## config.mk

```make
export PLATFORM = sky130hd
export DESIGN_NAME = unidade_controle_rodadas
export DESIGN_NICKNAME = d
export VERILOG_FILES = /design/src/rtl/unidade_controle_rodadas.sv
export SDC_FILE = /design/constraint.sdc
export NUM_CORES = 1
export LEC_CHECK = 0
export ABC_CLOCK_PERIOD_IN_PS = 1700
export BUFFER_PORTS_ARGS = -buffer_cell sky130_fd_sc_hd__clkbuf_2
export CORE_AREA = 2 2 39 41
export DETAILED_ROUTE_END_ITERATION = 7
export DIE_AREA = 0 0 41 43
export PLACE_DENSITY = 0.66
export SLEW_MARGIN = 10
export SYNTH_ARGS = -nofsm -noshare
export SYNTH_HDL_FRONTEND = slang
export SYNTH_SLANG_ARGS = --single-unit
```

## constraint.sdc

```tcl
create_clock -name clock -period 1.7 [get_ports clock]
set_input_delay 0 -clock clock [delete_from_list [all_inputs] [get_ports clock]]
set_output_delay 0 -clock clock [all_outputs]
set_load 0.01 [all_outputs]
```

## src/rtl/unidade_controle_rodadas.sv

```systemverilog
// unidade_controle_rodadas: Moore control unit that sequences the rounds of
// the memory game datapath. It drives the round-limit counter, the
// play-address counter, the play register and the play timer, and reports
// the outcome of the game.
//
// Optional build macro TIMEOUT_EN:
//   defined   -> the timer runs in espera_jogada and fimT ends the game in
//                fim_timeout.
//   undefined -> conta and timeout are tied 0, fimT is ignored and the
//                fim_timeout encoding is handled like any unused state.
module unidade_controle_rodadas #(
    parameter int ESTADO_W = 4
) (
    input  logic                clock,
    input  logic                reset,
    input  logic                iniciar,
    input  logic                jogada_feita,
    input  logic                igual,
    input  logic                fimRodada,
    input  logic                fimTotal,
    input  logic                fimT,
    output logic                zeraL,
    output logic                contaCL,
    output logic                zeraC,
    output logic                contaC,
    output logic                zeraR,
    output logic                registraR,
    output logic                conta,
    output logic                pronto,
    output logic                acertou,
    output logic                errou,
    output logic                timeout,
    output logic [ESTADO_W-1:0] db_estado
);

    typedef enum logic [ESTADO_W-1:0] {
        INICIAL        = 4'h0,
        PREPARACAO     = 4'h1,
        NOVA_RODADA    = 4'h2,
        ESPERA_JOGADA  = 4'h3,
        REGISTRA       = 4'h4,
        COMPARACAO     = 4'h5,
        PROXIMA_JOGADA = 4'h6,
        PROXIMA_RODADA = 4'h7,
        FIM_ACERTOU    = 4'hA,
        FIM_TIMEOUT    = 4'hD,
        FIM_ERROU      = 4'hE
    } estado_t;

    estado_t estado_q;
    estado_t estado_d;

    // State register; reset returns the game to inicial immediately.
    always_ff @(posedge clock or negedge reset) begin
        if (!reset) begin
            estado_q <= INICIAL;
        end else begin
            estado_q <= estado_d;
        end
    end

    // Next-state logic; a keypress in espera_jogada takes priority over the
    // timer, and iniciar is only honoured in inicial and the fim_* states.
    always_comb begin
        estado_d = estado_q;
        unique case (estado_q)
            INICIAL: begin
                if (iniciar) estado_d = PREPARACAO;
            end
            PREPARACAO: begin
                estado_d = NOVA_RODADA;
            end
            NOVA_RODADA: begin
                estado_d = ESPERA_JOGADA;
            end
            ESPERA_JOGADA: begin
                if (jogada_feita) begin
                    estado_d = REGISTRA;
                end
`ifdef TIMEOUT_EN
                else if (fimT) begin
                    estado_d = FIM_TIMEOUT;
                end
`endif
            end
            REGISTRA: begin
                estado_d = COMPARACAO;
            end
            COMPARACAO: begin
                if (!igual) begin
                    estado_d = FIM_ERROU;
                end else if (!fimRodada) begin
                    estado_d = PROXIMA_JOGADA;
                end else if (!fimTotal) begin
                    estado_d = PROXIMA_RODADA;
                end else begin
                    estado_d = FIM_ACERTOU;
                end
            end
            PROXIMA_JOGADA: begin
                estado_d = ESPERA_JOGADA;
            end
            PROXIMA_RODADA: begin
                estado_d = NOVA_RODADA;
            end
            FIM_ACERTOU, FIM_ERROU: begin
                if (iniciar) estado_d = PREPARACAO;
            end
`ifdef TIMEOUT_EN
            FIM_TIMEOUT: begin
                if (iniciar) estado_d = PREPARACAO;
            end
`endif
            default: begin
                estado_d = INICIAL;
            end
        endcase
    end

    // Moore output decode: every output depends on the state register only.
    always_comb begin
        zeraL     = 1'b0;
        contaCL   = 1'b0;
        zeraC     = 1'b0;
        contaC    = 1'b0;
        zeraR     = 1'b0;
        registraR = 1'b0;
        conta     = 1'b0;
        pronto    = 1'b0;
        acertou   = 1'b0;
        errou     = 1'b0;
        timeout   = 1'b0;
        unique case (estado_q)
            PREPARACAO: begin
                zeraL = 1'b1;
                zeraC = 1'b1;
                zeraR = 1'b1;
            end
            NOVA_RODADA: begin
                zeraC = 1'b1;
                zeraR = 1'b1;
            end
            ESPERA_JOGADA: begin
`ifdef TIMEOUT_EN
                conta = 1'b1;
`endif
            end
            REGISTRA: begin
                registraR = 1'b1;
            end
            PROXIMA_JOGADA: begin
                contaC = 1'b1;
            end
            PROXIMA_RODADA: begin
                contaCL = 1'b1;
            end
            FIM_ACERTOU: begin
                pronto  = 1'b1;
                acertou = 1'b1;
            end
            FIM_ERROU: begin
                pronto = 1'b1;
                errou  = 1'b1;
            end
`ifdef TIMEOUT_EN
            FIM_TIMEOUT: begin
                pronto  = 1'b1;
                timeout = 1'b1;
            end
`endif
            default: begin
            end
        endcase
    end

    assign db_estado = estado_q;

endmodule

```

# Word-level counts from Yosys, hierarchy flattened
# Index checks and enable logic that the tools add are counted.
# totals
regBits,4
inputBits,8
output_inout_bits,15
wordCells,33
# classes
eq_ne,11
mux,14
reduce_logical,7
# op_table
operator,count
$pmux W4 S6,1
$mux W4,5
$eq A4 B3 Y1 const B,4
$eq A4 B2 Y1 const B,2
$eq A4 B4 Y1 const B,2
$mux W1,8
$reduce_or A2 Y1,4
$eq A4 B1 Y1 const B,1
$logic_not A4 Y1,1
$reduce_or A3 Y1,1
$ne A2 B1 Y1 const B,1
$ne A2 B2 Y1 const B,1
$reduce_and A2 Y1,1

# Depth between registers and ports, before layout
# depth
depth_word,4
depth_mapped,5

# Least setup slack after synthesis
# Ideal clock, no wire load.
# synth_path
kind,reg-to-reg
startpoint,"reg estado_q[3], in the netlist db_estado[3]"
endpoint,"reg estado_q[2], in the netlist db_estado[2]"
setup_ns,0.126
arrival_ns,1.426
required_ns,1.574
setup_slack_ns,0.148
path_stages_with_launch,6
n_path_buf,1
period_less_slack_ns,1.552
cell_sequence,dfrtp_1 buf_6 or4b_1 o31ai_1 a22oi_2 o32a_1
# synth_between
elab_chain_cells,4
# synth_lines
element,line,rtl
"start, declared",50,estado_t estado_q;
"start signal, assigned",58,estado_q <= estado_d;
$eq A4 B4 Y1 or $logic_not A4 Y1 (tied branches),66,unique case (estado_q)
$reduce_or A3 Y1 (no line),n/a,
$ne A2 B1 Y1 (no line),n/a,
$reduce_and A2 Y1 (no line),n/a,
# Parallel ways exist; a longest one is shown, timed or not.
# A chain may end at the register's enable or synchronous reset.

# Worst setup path after layout
# layout_path
startpoint,"reg estado_q[2], in the netlist db_estado[2]"
endpoint,"reg estado_q[2], in the netlist db_estado[2]"
# Same word-level chain as after synthesis.

==> metrics.yaml <==
run_status:
  run_status: "complete, no violations"
yosys:
  yosys.area.top_type: "dfrtp_1"
  yosysWarnings: 0
  synthArstFlopShare_pct: 100
  synth_cell_types: 25
  synth.top_cell.area_share_pct: 27.7
  yosys-top-cells-area: "dfrtp_1 28%, nor3_1 8.3%, buf_4 6.2%"
  postSynthAreaPerCell_um2: 7.53
  synth_top_family_by_area: "simple AND/OR/NAND/NOR gates"
  synth_adder_area_share_pct: 0
  synth-compound-area-share_pct: 25.3
  yosys.area_share.simple_pct: 31.5
  synth_edf_count: 0
  ys_seq_area_share_pct: 27.7
  synthMuxAreaShare_pct: 0
  ys_seq_elements: 4
  synth_xor_area_share_pct: 0
  mappedNetlistArea_um2: 362
  synthCells: 48
  yosysMostFrequentCell: "nor3_1"
  synthFlopType: "dfrtp_1"
  synth_common_cells: "6 x nor3_1, 4 x a21oi_1, 4 x dfrtp_1, 4 x nand2_1, 4 x nor2_1"
power_and_ir_drop:
  cellLeakagePower_nw: 0.239
  ir_worst_vdd_mv: 0.710
  pwr-share-seq_pct: 20.8
  p_int_mw: 0.462
  p_sw_share_pct: 46.1
  clkPwrFrac_pct: 13.3
  pwr-share-comb_pct: 65.9
  p_per_area_nw_per_um2: 1760
  switchingPower_mw: 0.394
drt:
  postRouteAntennaNets: 0
  via_count: 404
  drt-total-wl_um: 838
  drc_errors: 0
  drtPass1Iterations: 4
  drt_iter0_markers: 9
  routed_via_density: 4.81
  wire_per_inst_um: 9.98
worst_setup_path:
  worstSetupPathType: "flip-flop to flip-flop"
  path_cells: "or4b_1 -> o31ai_1 -> a22oi_2 -> o32a_1"
  endpoint_kind: "flip-flop"
  r2r_end: "db_estado[2]"
  rr_worst_depth: 4
  cp.required_ns: 1.81
  rrSetupSlack_ns: 0.26
  critPathBufInv: 0
  cp_top_family: "simple AND/OR/NAND/NOR gates"
  crit_arrival_ns: 1.55
  cp_slowest_cell: "or4b_1"
  r2r_start: "db_estado[2]"
  path_max_fanout: 4
  crit_path_max_incr_delay_ns: 0.52
  startpoint_type: "flip-flop"
final_layout:
  diodes: 0
  syn2layout_area_growth_pct: 34.6
  fillCellCount: 138
  drive_gt1_share_pct: 39.7
  largest_reg_flops: 4
  fin_nets: 78
  fin_cells: 84
clock_network:
  clkSlewWorstSetupHoldPaths_ns: 0.04
  cts_tree: "done"
  cts_setup_buffers: 0
  htree_levels: 1
  cts-root-buf: "clkbuf_4"
  clk_latency_ns: 0.23
  numCtsBuffers: 3
  cts.sinks: 4
  ctsLongestPathBuffers: 2
die:
  initial_core_util_pct: 26.1
  boundaryPins: 23
  dieWidth_um: 41
  coreArea_um2: 1380
  dieArea_um2: 1760
  rows: 14
  die_y_um: 43
global_route:
  overflow: 0
  grt_start_max_net_pins: 12
  grt_pass1_vias: 320
  grt_use_total_pct: 10.5
  grt_pass1_wl_mm: 1.28
  antenna_found_initial: 0
timing:
  fin_crit_sh_pct: 84.5
  maxSlewViolCount: 0
  fin_skew_ns: 0.00372
  post-route-min-period_ns: 1.44
  max_freq_ghz: 0.696
  finalSetupTns_ns: 0
  finalHoldViolations: 0
  hold_ws_ns: 0.108
  rsz0062_at_grt: "false"
  setup_violations: 0
placed_design:
  gp_congestion: 0.830
  dp.cells: 80
  io_buffers: 19
  dp_hpwl_um: 661
flow_run:
  drv_cap: 0
hold_path:
  hold_class: "input port to asynchronous set/reset pin"
how the worst max path moves through the flow:
| stage | from | to | depth (start not counted) |
|---|---|---|---|
| 6_report | db_estado[2] | db_estado[2] | 4 |
| 5_1_grt | db_estado[3] | db_estado[0] | 5 |
| 4_1_cts | db_estado[2] | db_estado[2] | 4 |
| 3_5_place_dp | db_estado[2] | db_estado[2] | 4 |
| 3_3_place_gp | db_estado[2] | db_estado[2] | 4 |
| 2_1_floorplan | db_estado[3] | db_estado[2] | 5 |
repair_timing:
item / in CTS / in global routing
hold buffers: 1 / 0
endpoints found under the hold margin: 4 / 0
gates resized for setup: 0 / 0
cell families (layout without fill, tap and decap cells):
group                  count (synthesis)  after routing
buffers and inverters                  8             27
other                                  1              2
AO/OA/AOI/OAI                         13             13
flip-flops                             4              4
AND/OR/NAND/NOR                       22             22
final cells by class:
| type | count | area (um2) | area share (%) |
|---|---|---|---|
| timing repair buffer | 23 | 128 | 26.2 |
| multi-input combinational | 37 | 213 | 43.7 |
| inverter | 1 | 3.75 | 0.771 |
| clock buffer | 3 | 22.5 | 4.63 |
| tap | 16 | 20.0 | 4.11 |
| sequential | 4 | 100 | 20.6 |
stage by stage:
stage	power, mW	cell area (um2)	util [%]	setup WS [ns]
final	0.856	487	35.2	0.263
after detailed placement	0.743	454	32.8	0.262
after CTS	0.866	487	35.2	0.248
after floorplan	0.596	365	-	0.148
after global routing	0.943	487	35.2	0.121
after global placement	0.739	454	32.8	0.276
power by group through the flow:
stage,logic [mW],clock network (mW),registers (mW)
after detailed placement,0.563,0,0.180
final,0.564,0.114,0.178
after floorplan,0.420,0,0.176
after CTS,0.567,0.119,0.180
after global routing,0.627,0.129,0.187
after global placement,0.559,0,0.180
cells in the final DEF (no fill, tap or decap), types with 2 or more instances in the layout:
master	netlist	routed
a21oi_1	4	4
buf_4	3	3
clkbuf_2	0	19
clkbuf_4	0	3
conb_1	1	2
dfrtp_1	4	4
nand2_1	4	4
nand2b_1	3	3
nor2_1	4	4
nor3_1	6	6
routing by layer:
layer	track usage, %	vias up	wire, um
li1	-	209	-
met1	14.6	184	394
met2	14.7	11	390
met3	6.28	0	53
met4	0	0	0
met5	0	-	0
Power figures use the tool's default switching activity.
